## src/rtl/tick_sched_pkg.sv

```systemverilog
// Shared defaults and FSM state encoding for the tick scheduler.
//   NCH_DEF        : number of tick channels
//   DIV_W_DEF      : divisor / channel counter width
//   SETTLE_CYC_DEF : post-reset oscillator settle time in clk cycles
package tick_sched_pkg;

  localparam int unsigned NCH_DEF        = 4;
  localparam int unsigned DIV_W_DEF      = 16;
  localparam int unsigned SETTLE_CYC_DEF = 1024;

  typedef enum logic [1:0] {
    ST_SETTLE = 2'd0,
    ST_RUN    = 2'd1,
    ST_LOAD   = 2'd2
  } state_e;

endpackage

```

## src/rtl/tick_channel.sv

```systemverilog
// One tick channel: divisor register, wrap counter and registered tick flop.
// Ports:
//   clk, rst_n : clock, synchronous active-low reset
//   en         : scheduler is live (settle period over)
//   load       : write load_div this cycle and restart the period
//   load_div   : new divisor (0 disables the channel)
//   tick       : one-cycle enable pulse, high while the counter sits at div-1
//   active     : a nonzero divisor is loaded
module tick_channel
  import tick_sched_pkg::*;
#(
  parameter int unsigned DIV_W = DIV_W_DEF
) (
  input  logic             clk,
  input  logic             rst_n,
  input  logic             en,
  input  logic             load,
  input  logic [DIV_W-1:0] load_div,
  output logic             tick,
  output logic             active
);

  logic [DIV_W-1:0] div_q, div_d;
  logic [DIV_W-1:0] cnt_q, cnt_d;
  logic             tick_q, tick_d;

  always_comb begin
    div_d = div_q;
    cnt_d = cnt_q;
    if (load) begin
      div_d = load_div;
      cnt_d = '0;
    end else if (en && (div_q != '0)) begin
      if (cnt_q == div_q - 1'b1) begin
        cnt_d = '0;
      end else begin
        cnt_d = cnt_q + 1'b1;
      end
    end
    // The tick flop looks at the next counter value so that it is high in
    // exactly the cycles where the counter holds div-1. A load restarts at 0,
    // which drops any tick the old period had due next cycle (except D=1).
    tick_d = en && (div_d != '0) && (cnt_d == div_d - 1'b1);
  end

  always_ff @(posedge clk) begin
    if (!rst_n) begin
      div_q  <= '0;
      cnt_q  <= '0;
      tick_q <= 1'b0;
    end else begin
      div_q  <= div_d;
      cnt_q  <= cnt_d;
      tick_q <= tick_d;
    end
  end

  assign tick   = tick_q;
  assign active = (div_q != '0);

endmodule

```

## src/rtl/tick_scheduler.sv

```systemverilog
// Multi-channel tick scheduler: waits out an oscillator settle period after
// reset, then accepts per-channel divisor writes through a valid/ready port
// and emits periodic one-cycle tick pulses per channel.
// Ports:
//   clk, rst_n : clock, synchronous active-low reset
//   cfg_valid  : configuration request
//   cfg_ready  : scheduler can accept a configuration (RUN state)
//   cfg_ch     : target channel index
//   cfg_div    : tick period in clk cycles, 0 disables the channel
//   ready      : settle period complete, ticks are live
//   tick       : per-channel one-cycle tick pulses
//   ch_active  : per-channel nonzero divisor loaded
module tick_scheduler
  import tick_sched_pkg::*;
#(
  parameter int unsigned NCH        = NCH_DEF,
  parameter int unsigned DIV_W      = DIV_W_DEF,
  parameter int unsigned SETTLE_CYC = SETTLE_CYC_DEF
) (
  input  logic             clk,
  input  logic             rst_n,
  input  logic             cfg_valid,
  output logic             cfg_ready,
  input  logic [1:0]       cfg_ch,
  input  logic [DIV_W-1:0] cfg_div,
  output logic             ready,
  output logic [NCH-1:0]   tick,
  output logic [NCH-1:0]   ch_active
);

  localparam int unsigned SW = $clog2(SETTLE_CYC + 1);
  localparam logic [SW-1:0] SETTLE_LAST = SW'(SETTLE_CYC - 1);

  state_e           state_q, state_d;
  logic [SW-1:0]    settle_q, settle_d;
  logic [1:0]       ch_sel_q, ch_sel_d;
  logic [DIV_W-1:0] div_sel_q, div_sel_d;
  logic [NCH-1:0]   load_vec;

  always_comb begin
    state_d   = state_q;
    settle_d  = settle_q;
    ch_sel_d  = ch_sel_q;
    div_sel_d = div_sel_q;
    case (state_q)
      ST_SETTLE: begin
        if (settle_q == SETTLE_LAST) begin
          state_d = ST_RUN;
        end else begin
          settle_d = settle_q + 1'b1;
        end
      end
      ST_RUN: begin
        if (cfg_valid) begin
          ch_sel_d  = cfg_ch;
          div_sel_d = cfg_div;
          state_d   = ST_LOAD;
        end
      end
      ST_LOAD: state_d = ST_RUN;
      default: state_d = ST_SETTLE;
    endcase
  end

  always_ff @(posedge clk) begin
    if (!rst_n) begin
      state_q   <= ST_SETTLE;
      settle_q  <= '0;
      ch_sel_q  <= '0;
      div_sel_q <= '0;
    end else begin
      state_q   <= state_d;
      settle_q  <= settle_d;
      ch_sel_q  <= ch_sel_d;
      div_sel_q <= div_sel_d;
    end
  end

  assign ready     = (state_q != ST_SETTLE);
  assign cfg_ready = (state_q == ST_RUN);

  always_comb begin
    load_vec = '0;
    for (int unsigned i = 0; i < NCH; i++) begin
      if ((state_q == ST_LOAD) && (32'(ch_sel_q) == i)) begin
        load_vec[i] = 1'b1;
      end
    end
  end

  for (genvar g = 0; g < NCH; g++) begin : g_ch
    tick_channel #(
      .DIV_W(DIV_W)
    ) u_ch (
      .clk     (clk),
      .rst_n   (rst_n),
      .en      (ready),
      .load    (load_vec[g]),
      .load_div(div_sel_q),
      .tick    (tick[g]),
      .active  (ch_active[g])
    );
  end

endmodule
```

## config.mk

```make
export PLATFORM = sky130hd
export DESIGN_NAME = tick_scheduler
export DESIGN_NICKNAME = d
export VERILOG_FILES = /design/src/rtl/tick_sched_pkg.sv /design/src/rtl/tick_channel.sv /design/src/rtl/tick_scheduler.sv
export SDC_FILE = /design/constraint.sdc
export NUM_CORES = 1
export LEC_CHECK = 0
export CORE_AREA = 2 2 207 209
export CTS_CLUSTER_DIAMETER = 30
export DETAILED_ROUTE_END_ITERATION = 10
export DIE_AREA = 0 0 209 211
export GPL_TIMING_DRIVEN = 0
export HOLD_SLACK_MARGIN = 0.03
export PLACE_DENSITY_LB_ADDON = 0.15
export SYNTH_ARGS = -nofsm -noshare
export SYNTH_HDL_FRONTEND = slang
export SYNTH_SLANG_ARGS = --single-unit
```

## constraint.sdc

```tcl
create_clock -name clk -period 4.9 [get_ports clk]
set_clock_uncertainty 0.05 [all_clocks]
set_input_delay 0.98 -clock clk [delete_from_list [all_inputs] [get_ports clk]]
set_output_delay 0.98 -clock clk [all_outputs]
set_load 0.05 [all_outputs]
```

# --- After elaboration in Yosys (flattened, before gate mapping) ---
# Index checks and enable logic that the tools add are counted.
word_totals:
  ff_bits: 163
  inputBits: 21
  output_inout_bits: 10
  wordCells: 99
classes:
  n_addsub: 13
  n_eq_ne: 16
  mux: 23
  n_bitwise: 1
  n_reduce_logical: 30
ops:
  columns: ["operator", "count"]
  rows:
  - ["16-bit 2-to-1 mux", 16]
  - ["16-bit == test", 8]
  - ["16-bit nonzero test", 8]
  - ["16-bit by 1-bit subtractor with 16-bit output, second input constant", 8]
  - ["16-bit by 1-bit adder with 16-bit output, second input constant", 4]
  - ["1-bit logical AND", 16]
  - ["11-bit by 1-bit adder with 11-bit output, second input constant", 1]
  - ["11-bit by 10-bit == test with 1-bit output, second input constant", 1]
  - ["2-bit == test, second input constant", 3]
  - ["2-bit case mux with 3 select lines", 1]
  - ["2-bit AND reduction", 3]
  - ["2-bit by 1-bit == test with 1-bit output, second input constant", 2]
  - ["2-bit logical NOT", 2]
  - ["1-bit 2-to-1 mux", 4]
  - ["2-bit 2-to-1 mux", 2]
  - ["2-bit inequality test, second input constant", 2]
  - ["2-bit nonzero test", 1]
  - ["1-bit NOT", 1]

# --- Depth between registers and ports, before layout ---
# Gate-level depths: netlist of run 1.
depth:
  ltp_word: 7
  mapped_depth: 18
  mapped_depth_nobuf: 14

# --- By module ---
# Synthesis of run 1 repeated with hierarchy kept, for this count alone.
unflattened:
  hier_cells: 1576
  area_unflattened_um2: 13045.0
modules_own_cells:
  columns: ["mod", "instances", "cells_each", "area_each_um2", "seq_area_each_um2"]
  rows:
  - ["tick_channel (g_ch[0].u_ch ...)", 3, 351, 2875.3, 660.6]
  - ["tick_channel (g_ch[3].u_ch)", 1, 370, 3079.2, 660.6]
  - ["tick_scheduler", 1, 153, 1340.0, 620.6]

# --- Worst setup path after synthesis of run 1 ---
# Ideal clock, no wire load.
synth_timing:
  kind: "register to register"
  from: "register state_q[1]"
  to: "register g_ch[2].u_ch.tick_q"
  arrival_ps: 4323
  required_ps: 4789
  path_slack_ps: 466
  path_stages_with_launch: 18
  cell_sequence: "dfxtp_1 > clkbuf_1 > nor4bb_1 > clkbuf_1 > clkbuf_1 > nor2_1 > a21oi_1 > ha_1 > or3b_2 > or4b_2 > a21boi_0 > xor2_1 > mux2_2 > nor2_1 > a21boi_0 > o22ai_1 > a211oi_1 > and4b_1"
synth_between:
  elab_chain_cells: 7
synth_rtl:
  columns: ["item", "line_no", "text"]
  rows:
  - ["start, declared", "tick_scheduler.sv:34", "state_e state_q, state_d;"]
  - ["start signal, assigned", "tick_scheduler.sv:72", "state_q <= state_d;"]
  - ["2-bit == test", "tick_scheduler.sv:85", "if ((state_q == ST_LOAD) && (32'(ch_sel_q) == i)) begin"]
  - ["1-bit logical AND", "tick_scheduler.sv:85", null]
  - ["1-bit 2-to-1 mux", "tick_scheduler.sv:85", null]
  - ["16-bit 2-to-1 mux", "tick_channel.sv:30", "if (load) begin"]
  - ["16-bit by 1-bit subtractor with 16-bit output / 16-bit nonzero test (equally long branches)", "tick_channel.sv:43", "tick_d = en && (div_d != '0) && (cnt_d == div_d - 1'b1);"]
  - ["16-bit == test / 1-bit logical AND (equally long branches)", "tick_channel.sv:43", null]
  - ["1-bit logical AND (*)", "tick_channel.sv:43", null]
  - ["end signal, assigned", "tick_channel.sv:54", "tick_q <= tick_d;"]
  - ["end, declared", "tick_channel.sv:25", "logic tick_q, tick_d;"]
# Every way passes the cells marked *; elsewhere a longest branch is shown, timed or not.
# A chain may end at the register's enable or synchronous reset.

# --- Worst setup path in the final report of run 1 ---
# Ends and elaborated chain as after synthesis.

==> out/metrics.cfg, run 1 <==
[status]
outcome = finished clean

[sta]
relSlewSlack_pct = 10.8
holdWs_ps = 412
hold_viol_final = 0
worst_pin_slew_ps = 1340
timing.fmax_mhz = 213
final_max_slew_viol_count = 0
setup_violations = 0
timing.final.crit_share_pct = 96.0
period_minus_slack_ps = 4700

[global_route]
track_usage_pct = 21.3
antenna_found_initial = 0
grt_pass1_wl_mm = 71.9
grt_max_degree = 17
grt_overflow_total = 0
grt_pass1_vias = 12000

[synth]
synth_top_cell_area_share_pct = 25.3
ys_types = 83
synth_seq_cells = 163
synth.avg_cell_area_sq_um = 7.51
syn_area_sq_mm = 0.0129
synthTopCellsByArea = dfxtp_1 25%, xnor2_1 9.4%, xor2_1 6.7%, nand2_1 6.5%, nor2_1 4.8%
yosys_warnings = 0
syn_inst = 1717
seq_area_frac_synth_pct = 25.3
synth_top_area_cell = dfxtp_1
ys_async_sr_fraction_pct = 0
synth_flop_cell = dfxtp_1
synth.net_count = 1755
synth-edff-count = 0

[min_path]
hold_class = reg2reg

[cells_and_area]
mostFrequentLayoutCell = nand2_1
drive_gt1_share_pct = 6.41
num-fill-cells = 4457
final_nets = 1804
area_delta_synth_final_pct = 12.4
post-route-util_pct = 34.7
final_cell_mix = 222 x nand2_1, 163 x nor2_1, 159 x dfxtp_1
diodes = 0

[power_and_ir_drop]
power_switching_mw = 0.651
power_frac_comb_pct = 2.2
p_per_area_mw_per_mm2 = 191
sequentialPowerShare_pct = 47.9
pwr-share-clk_pct = 49.9
intPower_mw = 2.12
swShare_pct = 23.5
ir_worst_vdd_mv = 0.256
p_leak_nw = 5.51

[routing]
drt_first_pass_iters = 7
dr_total_vias = 12600
routedWlPerCell_um = 20.2
drc = 0
ant_nets = 0
first_iter_violations = 839
via_per_inst = 5.43
finalWirelength_mm = 46.7

[cts]
root_buffer = clkbuf_16
cts_tree = built
cts_num_sinks = 163
htree_levels = 4
insertion_delay_ps = 450
clockBufferDepth = 2
cts_buffers = 17
clk_pin_slew_ps = 70
ctsHoldBuffers = 0

[floorplanning]
die_area_sq_mm = 0.0441
start_util_pct = 30.9
fp.dieH_um = 211
die_w_um = 209
core-area_sq_mm = 0.0418
pin_count = 31
fp-row-count = 75

[placed_design]
gp_congestion = 0.899
dpl.hpwl_mm = 35.5
numPortBuffers = 29

[setup_path]
critPathMaxStageDelay_ps = 720
required_ps = 5250
critPathTopFamily = simple AND/OR/NAND/NOR gates
crit_type = reg2reg
cp.arrival_ps = 5050
slowest_stage = or4b_2
reg2reg_slack_ps = 200
path_buf_inv = 2
endpoint_kind = register
worstPathMaxFanout = 11
path_cells = nor4bb_2, buf_4, clkbuf_4, nor2_1, a21oi_1, ha_2, or3b_2, or4b_2, a21boi_0, xor2_1, mux2_2, nor2_1, a21boi_0, o22ai_1, a211oi_1, and4b_1
cp-start-kind = register

[run]
maxCapViolCount = 0

==> layout make-up <==
| cell class | instances | area, sq um | area share [%] |
|---|---|---|---|
| plain buffers | 129 | 553 | 3.81 |
| clock buffers | 24 | 502 | 3.46 |
| clock inverters | 8 | 73.8 | 0.509 |
| inverters | 29 | 109 | 0.751 |
| multi-input cells | 1394 | 9010 | 62.1 |
| flip-flops and latches | 163 | 3270 | 22.5 |
| well taps | 539 | 674 | 4.65 |
| repair buffers | 32 | 313 | 2.16 |
==> per-layer routing <==
metal  vias up  part of all wire (%)  track usage, %
met4         0                   2.4            6.67
li1       6143                     -               -
met5         -                     0               0
met3        61                   4.6            2.45
met1      6072                    48            30.1
met2       318                    45            33.7
==> final timing paths <==
| kind | start | endpoint | cells after the start |
|---|---|---|---|
| setup / recovery | state_q[1] | g_ch[2].u_ch.tick | 16 |
| hold / removal | settle_q[10] | settle_q[10] | 1 |
| setup reg to reg | state_q[1] | g_ch[2].u_ch.tick | 16 |
| hold reg to reg | settle_q[10] | settle_q[10] | 1 |
==> power by group through the flow <==
stage               combinational, mW  clock, mW  sequential (mW)
floorplan                      0.0269          0             1.36
global placement               0.0610          0             1.36
detailed placement             0.0609          0             1.36
CTS                            0.0613       1.41             1.33
global route                   0.0651       1.46             1.33
finish                         0.0606       1.38             1.33
==> logic make-up (layout without fill, tap and decap cells) <==
group / count (synthesis) / count (layout) / share of synthesized area, %
buffers and inverters: 160 / 222 / 5.10
adder cells (fa/ha/maj): 17 / 17 / 1.65
XOR/XNOR: 238 / 238 / 16.3
AO/OA/AOI/OAI: 294 / 294 / 15.7
flip-flops: 163 / 163 / 25.3
AND/OR/NAND/NOR: 796 / 796 / 32.1
multiplexers: 49 / 49 / 3.85
==> timing repair <==
action                                  CTS  global route
buffers inserted                          0             3
resized for setup                         4            17
endpoints found under the setup margin    4             5
==> synth_stat cells (all sizes together), types with 8 or more instances <==
cell type    n
a21oi       58
and2        14
xor2        98
mux2i       44
o21ai       44
nor4        46
nor3b       15
buf         33
and4         9
and3        29
a211o        8
o22ai        8
o211ai      10
ha          17
nor3        52
or2          9
inv         29
nand3       60
xnor2      139
nand2      222
nand4       34
nand3b      13
nor2       167
or3         14
a21boi      62
a211oi      10
a31oi       19
clkbuf      98
nand2b      11
dfxtp      163
nor2b       46
nor4b        9
or4         18
==> worst register-to-register path, cell delays in order (launching register included) <==
cell,delay [ps]
dfxtp_2,430
nor4bb_2,330
buf_4,210
clkbuf_4,220
nor2_1,60
a21oi_1,200
ha_2,300
or3b_2,480
or4b_2,720
a21boi_0,240
xor2_1,90
mux2_2,330
nor2_1,140
a21boi_0,200
o22ai_1,120
a211oi_1,280
and4b_1,240
==> state kept, by name, indices dropped and copies added, names as in the netlist <==
name / cells
div_sel_q: 16
state_q: 2
ch_sel_q: 2
settle_q: 11
g_ch.u_ch.cnt_q: 64
g_ch.u_ch.tick: 4
g_ch.u_ch.div_q: 64
==> stage by stage <==
stage                     power (mW)  area (sq um)  setup TNS (ps)  setup WS (ps)  std cells
after detailed placement        1.42         13900            -689           -404       2285
final                           2.77         14500               0            195       2318
after global placement          1.42         13900            -641           -409       2285
after CTS                       2.80         14500            -334           -128       2317
after global routing            2.85         14500           -6.43          -6.43       2318
after floorplan                 1.38         12900               0            466       1717
No activity file was read; power rests on OpenSTA's default activity.
==> run 2: changes to the inputs <==
--- a/config.mk
+++ b/config.mk
@@ -7,2 +7,4 @@
 export LEC_CHECK = 0
+export CELL_PAD_IN_SITES_DETAIL_PLACEMENT = 1
+export CELL_PAD_IN_SITES_GLOBAL_PLACEMENT = 2
 export CORE_AREA = 2 2 207 209
--- a/constraint.sdc
+++ b/constraint.sdc
@@ -4,2 +4,2 @@
 set_output_delay 0.98 -clock clk [all_outputs]
-set_load 0.05 [all_outputs]
+set_load 0.1 [all_outputs]
==> run 2 against run 1 <==
Net effect:
- combinational power up 3%
- cell count increased by 0.22%
- utilization up 0.30 points
- non-clock buffer count grew 2
- register-to-register slack improved by 120 ps
- first-iteration DRC count fell by 13%
- worst setup slack improved by 71 ps
- largest cell class unchanged
==> out/metrics.cfg, run 2 (same netlist as run 1, synthesis figures left out) <==
[status]
outcome = finished clean

[power_and_ir_drop]
sequentialPowerShare_pct = 44.7
p_leak_nw = 5.57
p_per_area_mw_per_mm2 = 203
p_total_mw = 2.97
swShare_pct = 22.7
power_frac_comb_pct = 2.1
pwr-share-clk_pct = 53.2
ir_worst_vdd_mv = 0.409
power_switching_mw = 0.673
intPower_mw = 2.30

[sta]
setup_violations = 0
timing.fmax_mhz = 216
holdWs_ps = 416
worst_pin_slew_ps = 1220
relSlewSlack_pct = 18.0
rsz0062_at_grt = true
final_max_slew_viol_count = 0
timing.final.crit_share_pct = 94.6
hold_viol_final = 0
period_minus_slack_ps = 4630

[global_route]
antenna_found_initial = 1
grt_pass1_wl_mm = 79.2
grt_overflow_total = 0
grt_max_degree = 17
track_usage_pct = 24.0
grt_pass1_vias = 12900

[cells_and_area]
area_delta_synth_final_pct = 13.4
final_cell_mix = 222 x nand2_1, 163 x nor2_1, 162 x dfxtp_1
drive_gt1_share_pct = 6.63
largestRegisters = g_ch.u_ch.cnt_q x64, g_ch.u_ch.div_q x64, div_sel_q x16
mostFrequentLayoutCell = nand2_1
final_nets = 1806

[routing]
drc = 0
first_iter_violations = 726
finalWirelength_mm = 51.9
routedWlPerCell_um = 22.3
via_per_inst = 5.41
dr_total_vias = 12600
drt_first_pass_iters = 5
ant_nets = 0

[cts]
cts_num_sinks = 163
clk_pin_slew_ps = 70
ctsHoldBuffers = 0
cts_buffers = 17
root_buffer = clkbuf_16
cts_tree = built
clockBufferDepth = 2
htree_levels = 4
insertion_delay_ps = 500

[setup_path]
cp.arrival_ps = 3600
reg2reg_slack_ps = 320
worstPathMaxFanout = 8
r2r_end = g_ch[3].u_ch.tick
crit_type = reg2out
r2r-start = state_q[0]
endpoint_kind = output port
required_ps = 3870
cp-start-kind = register
crit_end = ch_active[1]
r2r_cells = 16
startpoint = g_ch[1].u_ch.div_q[7]

[floorplanning]
pin_count = 31
fp.dieH_um = 211
fp-row-count = 75
start_util_pct = 30.9
die_w_um = 209
die_area_sq_mm = 0.0441
core-area_sq_mm = 0.0418

[min_path]
hold_class = reg2reg

[run]
maxCapViolCount = 0

[placed_design]
dpl.hpwl_mm = 39.7
gp_congestion = 0.854
numPortBuffers = 29

## run 2: area by class of cell
type	instances	area [sq um]
inverter	29	109
multi-input combinational	1394	9030
clock inverter	9	175
clock buffer	23	478
fill	5105	27100
antenna	3	7.51
sequential	163	3260
timing repair buffer	33	325
buffer	130	562
tap	539	674
## run 2: how the worst min path moves through the flow
stage	from	endpoint	cells after the start
2_1_floorplan	settle_q[10]	settle_q[10]	1
3_5_place_dp	settle_q[10]	settle_q[10]	1
3_3_place_gp	settle_q[10]	settle_q[10]	1
6_report	settle_q[10]	settle_q[10]	1
5_1_grt	settle_q[10]	settle_q[10]	1
4_1_cts	settle_q[10]	settle_q[10]	1
## run 2: routing by layer
layer,vias to the layer above,track usage [%],part of all wire (%)
li1,6150,-,-
met1,6153,32.5,49
met2,221,39.1,45
met3,51,3.84,3.7
met4,0,7.36,2.3
met5,-,0,0
## run 2: stage by stage
step	instance area, sq um	std cells	TNS (ps)	setup slack (ps)	util, %
finish	14600	2323	0	267	35.0
global route	14600	2320	-25.3	-22.1	35.0
CTS	14600	2318	0	2.35	34.9
floorplan	12900	1717	0	466	-
detailed placement	13900	2287	-1270	-463	33.3
global placement	13900	2285	-1680	-455	33.2
## run 2: power by group through the flow
stage | Combinational [mW] | Sequential (mW) | Clock (mW)
floorplan | 0.0269 | 1.36 | 0
global placement | 0.0631 | 1.36 | 0
detailed placement | 0.0630 | 1.36 | 0
CTS | 0.0633 | 1.33 | 1.62
global route | 0.0673 | 1.33 | 1.65
finish | 0.0625 | 1.33 | 1.58
## run 2: repair_timing
item                                    CTS  global route
hold endpoints to repair                  0             0
endpoints found under the setup margin    4             4
cloned                                    0             0
gates resized for setup                  12            16
setup buffers                             0             1
## run 2: worst max-delay path, stage by stage, from the launching register on
cell	delay, ps
dfxtp_1	300
buf_2	170
nor4_1	760
nand4_1	600
buf_4	310
clkdlybuf4s50_1	960
